[config.mk]
export PLATFORM = sky130hd
export DESIGN_NAME = irq_encoder_8
export DESIGN_NICKNAME = d
export VERILOG_FILES = /design/src/rtl/irq_encoder_8.sv
export SDC_FILE = /design/constraint.sdc
export NUM_CORES = 1
export LEC_CHECK = 0
export ABC_AREA = 1
export CORE_MARGIN = 10
export CORE_UTILIZATION = 48
export DETAILED_ROUTE_END_ITERATION = 8
export PLACE_DENSITY = 0.83
export SLEW_MARGIN = 10
export SYNTH_ARGS = -nofsm -noshare
export SYNTH_HDL_FRONTEND = slang
export SYNTH_SLANG_ARGS = --single-unit
[constraint.sdc]
create_clock -name clk -period 1.8 [get_ports clk]
set_input_delay 0.54 -clock clk [delete_from_list [all_inputs] [get_ports clk]]
set_output_delay 0.54 -clock clk [all_outputs]
set_load 0.02 [all_outputs]
[src/rtl/irq_encoder_8.sv]
// rtl/irq_encoder_8.sv - pending-register interrupt encoder with valid/ready grant handshake
//
// Captures eight request lines into a pending register, masks them, and
// presents one request at a time as a 3-bit code. A request's pending bit
// clears only when the consumer accepts its code.
//
// Ports:
//   clk       single clock, all state on rising edge
//   rst_n     asynchronous active-low reset
//   D         request lines, D[i] is request i
//   mask      1 = line i blocked from selection (still captured into pending)
//   ready     consumer accepts y when valid && ready
//   y         registered index of the presented request
//   valid     registered, y holds a request
//   pending   current pending register
//   overflow  sticky, a capture hit an already-pending bit
//
// Build option:
//   IRQ_ENC_ROUND_ROBIN_EN  defined: rotating priority starting below the last
//                           accepted index; undefined: fixed priority D7 > ... > D0

module irq_encoder_8 #(
    parameter bit EDGE   = 1'b1,
    parameter int NREQ   = 8,
    parameter int CODE_W = 3
) (
    input  logic              clk,
    input  logic              rst_n,
    input  logic [NREQ-1:0]   D,
    input  logic [NREQ-1:0]   mask,
    input  logic              ready,
    output logic [CODE_W-1:0] y,
    output logic              valid,
    output logic [NREQ-1:0]   pending,
    output logic              overflow
);

    typedef enum logic {
        IDLE    = 1'b0,
        PRESENT = 1'b1
    } state_t;

    state_t            state;
    state_t            state_nxt;
    logic [NREQ-1:0]   d_q;
    logic [NREQ-1:0]   pending_q;
    logic              overflow_q;
    logic [CODE_W-1:0] y_q;
    logic [CODE_W-1:0] y_nxt;

    logic [NREQ-1:0]   cap;
    logic [NREQ-1:0]   clr;
    logic [NREQ-1:0]   eligible;
    logic [CODE_W-1:0] sel_idx;
    logic              sel_any;
    logic              accept;

`ifdef IRQ_ENC_ROUND_ROBIN_EN
    logic [CODE_W-1:0] last_q;
    logic [CODE_W-1:0] rr_idx;
`endif

    assign valid    = (state == PRESENT);
    assign accept   = valid && ready;
    assign y        = y_q;
    assign pending  = pending_q;
    assign overflow = overflow_q;

    assign cap      = EDGE ? (D & ~d_q) : D;
    assign clr      = accept ? (NREQ'(1) << y_q) : '0;
    assign eligible = pending_q & ~mask;

    // Priority selection over the eligible set.
    always_comb begin
        sel_idx = '0;
        sel_any = |eligible;
`ifdef IRQ_ENC_ROUND_ROBIN_EN
        rr_idx  = '0;
        // Scan from furthest (last itself) to nearest (last-1) so the nearest
        // eligible index below last wins; modulo-8 wrap comes from the width.
        for (int k = NREQ; k >= 1; k--) begin
            rr_idx = last_q - CODE_W'(k);
            if (eligible[rr_idx]) begin
                sel_idx = rr_idx;
            end
        end
`else
        // Ascending scan: the highest set index is written last and wins.
        for (int i = 0; i < NREQ; i++) begin
            if (eligible[i]) begin
                sel_idx = CODE_W'(i);
            end
        end
`endif
    end

    // Next-state: a presented code is held until accepted, with no preemption.
    always_comb begin
        state_nxt = state;
        y_nxt     = y_q;
        case (state)
            IDLE: begin
                if (sel_any) begin
                    y_nxt     = sel_idx;
                    state_nxt = PRESENT;
                end
            end
            PRESENT: begin
                if (ready) begin
                    state_nxt = IDLE;
                end
            end
            default: begin
                state_nxt = IDLE;
            end
        endcase
    end

    always_ff @(posedge clk or negedge rst_n) begin
        if (!rst_n) begin
            state      <= IDLE;
            y_q        <= '0;
            d_q        <= '0;
            pending_q  <= '0;
            overflow_q <= 1'b0;
        end else begin
            state      <= state_nxt;
            y_q        <= y_nxt;
            d_q        <= D;
            // Set dominates clear: a re-capture of the bit being accepted keeps it pending.
            pending_q  <= (pending_q & ~clr) | cap;
            overflow_q <= overflow_q | (|(cap & pending_q & ~clr));
        end
    end

`ifdef IRQ_ENC_ROUND_ROBIN_EN
    always_ff @(posedge clk or negedge rst_n) begin
        if (!rst_n) begin
            last_q <= CODE_W'(NREQ - 1);
        end else if (accept) begin
            last_q <= y_q;
        end
    end
`endif

endmodule

==> run_results.csv <==
group,metric,value,unit
outcome,outcome,"finished, final reports clean",
clock_network,clkSinkCount,21,
sta,fmax,593,MHz
pwr,ir_drop,0.758,mV
place,portBuffers,31,
pwr,pwr-share-seq,42.6,%
place,place_congestion,0.893,
routing,drc,0,
yosys,async_flop_share,100,%
sta,setup_viol,0,
grt,antenna_found_initial,0,
routing,vias,919,
clock_network,cts_hold_buf,0,
critical_path,cp.required,1260,ps
pwr,clock_power_share,14.0,%
critical_path,end_kind,"primary output",
clock_network,cts_tree,"built",
grt,grt_max_degree,22,
yosys,ys_top_cells_by_count,"nand2_1 (52), dfrtp_1 (21), inv_1 (21), nor2_1 (15), o21ai_0 (6)",
routing,drt_iter0_drc,13,
pwr,total_power,1660,µW
yosys,muxShareOfSynthArea,0,%
clock_network,clockRootBuffer,"clkbuf_4",
sta,tightest_slew,276,ps
sta,hold_violations,0,
sta,slew_headroom,81.6,%
clock_network,numCtsBuffers,3,
yosys,yosysMostFrequentCell,"nand2_1",
yosys,synthesis.nets,148,
clock_network,cts_setup_buffers,0,
yosys,syn_area,973,µm²
critical_path,cp-start-kind,"flip-flop",
place,dpl.hpwl,1.89,mm
cells_and_area,nFillCells,178,
yosys,synth.avg_cell_area,7.55,µm²
cells_and_area,area_delta_synth_final,37.3,%
yosys,synthTopCellsByArea,"dfrtp_1 (54%), nand2_1 (20%), inv_1 (8.1%)",
routing,wl,2.35,mm
clock_network,path_clk_slew,120,ps
floorplan,die_x,65.0,µm
cells_and_area,fin_nets,185,
cells_and_area,final_util,68.8,%
critical_path,cp_top_family,"flip-flops",
yosys,synth_top_area_share,54.0,%
sta,setup_tns,0,ps
critical_path,arrival,1150,ps
pwr,p_int,944,µW
pwr,leakagePower,0.000707,µW
floorplan,start_util,50.1,%
clock_network,htreeDepth,1,
flow_run,max_cap_viol_count,0,
floorplan,rows,16,
yosys,synthXorXnorAreaFrac,0,%
floorplan,design.core.area,1940,µm²
critical_path,crit_type,"flip-flop to primary output",
floorplan,ioPinCount,32,
yosys,synth_edf_count,0,
routing,first_pass_iters,4,
critical_path,cp.buffers_inverters,1,
cells_and_area,regArea,526,µm²
pwr,power.density,1240,nW/µm²
routing,ant_nets,0,
clock_network,clock_latency,310,ps
yosys,synth_top_cell_by_area,"dfrtp_1",
cells_and_area,multiInputGateArea,365,µm²
cells_and_area,design_area,1340,µm²
critical_path,reg2reg_setup_slack,590,ps
sta,fin_crit,1690,ps
yosys,postSynthCellCount,129,
pwr,pwr-share-comb,43.4,%
yosys,ys_seq_area_share,54.0,%
routing,wl_per_cell,12.2,µm
grt,grt_pass1_vias,942,
routing,via_per_inst,4.79,
pwr,switching_power,715,µW
yosys,synth_simple_gate_area_share,31.5,%
yosys,yosys_warnings,0,
clock_network,cts_resized,13,
critical_path,crit_fanout,6,
cells_and_area,layout-drive-gt1-share,6.06,%
floorplan,fp.dieH,65.0,µm
yosys,synth_ff_type,"dfrtp_1",
clock_network,clk_path_buf_depth,2,
sta,rsz0062_at_grt,"false",
sta,drv_slew,0,
pwr,switching_share,43.1,%
grt,grt_pass1_wl,4.00,mm
yosys,ys_types,16,
floorplan,die_area,4230,µm²
sta,finalCritPeriodShare,93.7,%
min_path,min_path_type,"flip-flop to flip-flop",
yosys,synth_compound_area_share,6.04,%
sta,holdWs,469,ps
critical_path,slowest_stage,"dfrtp_1",
grt,grtUsageTotal,11.8,%
critical_path,slowest_delay,470,ps
yosys,synth_top_family_by_area,"simple AND/OR/NAND/NOR gates",
cells_and_area,antennaDiodeCount,0,
grt,grt-ovfl-total,0,
yosys,ys_ff_latch,21,
critical_path,path_cells,"dlygate4sd2_1",
sta,clock_skew,5.90,ps
yosys,synthAdderAreaFrac,0,%
place,place_area,1330,µm²
[per-stage QoR]
stage               worst slack [ps]  cells
finish                           114    192
global placement               -21.4    188
detailed placement             -45.3    188
floorplan                        605    129
CTS                              108    192
global route                    50.2    192
[power groups by stage]
stage	sequential (µW)	combinational, µW	clock, µW
finish	707	719	233
global route	727	814	250
CTS	706	729	236
detailed placement	719	800	0
global placement	712	787	0
floorplan	828	325	0
[kinds of logic (layout without fill, tap and decap cells)]
| group | count (synthesis) | after routing |
|---|---|---|
| AOI/OAI and AO/OA | 10 | 10 |
| DFF | 21 | 21 |
| buffers and inverters | 22 | 58 |
| and+or+nand+nor | 76 | 76 |
[registers in the layout (all words and copies together), names as in the netlist]
signal / flops
d_q: 8
y: 3
pending: 8
overflow: 1
valid: 1
[routing by layer]
metal  wire length, µm  GRT usage, %  vias to the layer above
li1                  -             -                      463
met1               943          11.6                      429
met2              1200          20.0                       20
met3               157          4.98                        7
met4                51          7.49                        0
met5                 0             0                        -
[layout make-up]
cell class | instances | area share (%)
clock inverters | 1 | 0.375
clock buffers | 3 | 1.69
flip-flops and latches | 21 | 39.3
inverters | 22 | 6.18
well taps | 27 | 2.53
repair buffers | 32 | 22.6
multi-input cells | 86 | 27.3
[placed cells by master (no fill, tap or decap), drive strengths merged]
cell type and count:
dfrtp 21, o21ai 7, nor3 1, a31o 1, inv 22, buf 1, nand4 1, o22ai 1
clkdlybuf4s50 18, nand2 53, a22o 1, nor2 17, clkbuf 3, dlygate4sd2 13, clkinv 1, nand3 4
[path summary, 6_finish.rpt]
kind,depth (start not counted),endpoint,startpoint
setup / recovery,1,y[0],y[0]
hold / removal,1,pending[2],d_q[2]
setup reg to reg,6,y[0],pending[3]
hold reg to reg,1,pending[2],d_q[2]
max in group asynchronous,2,pending[0],rst_n
min in group asynchronous,2,d_q[3],rst_n
Power figures use the tool's default switching activity.
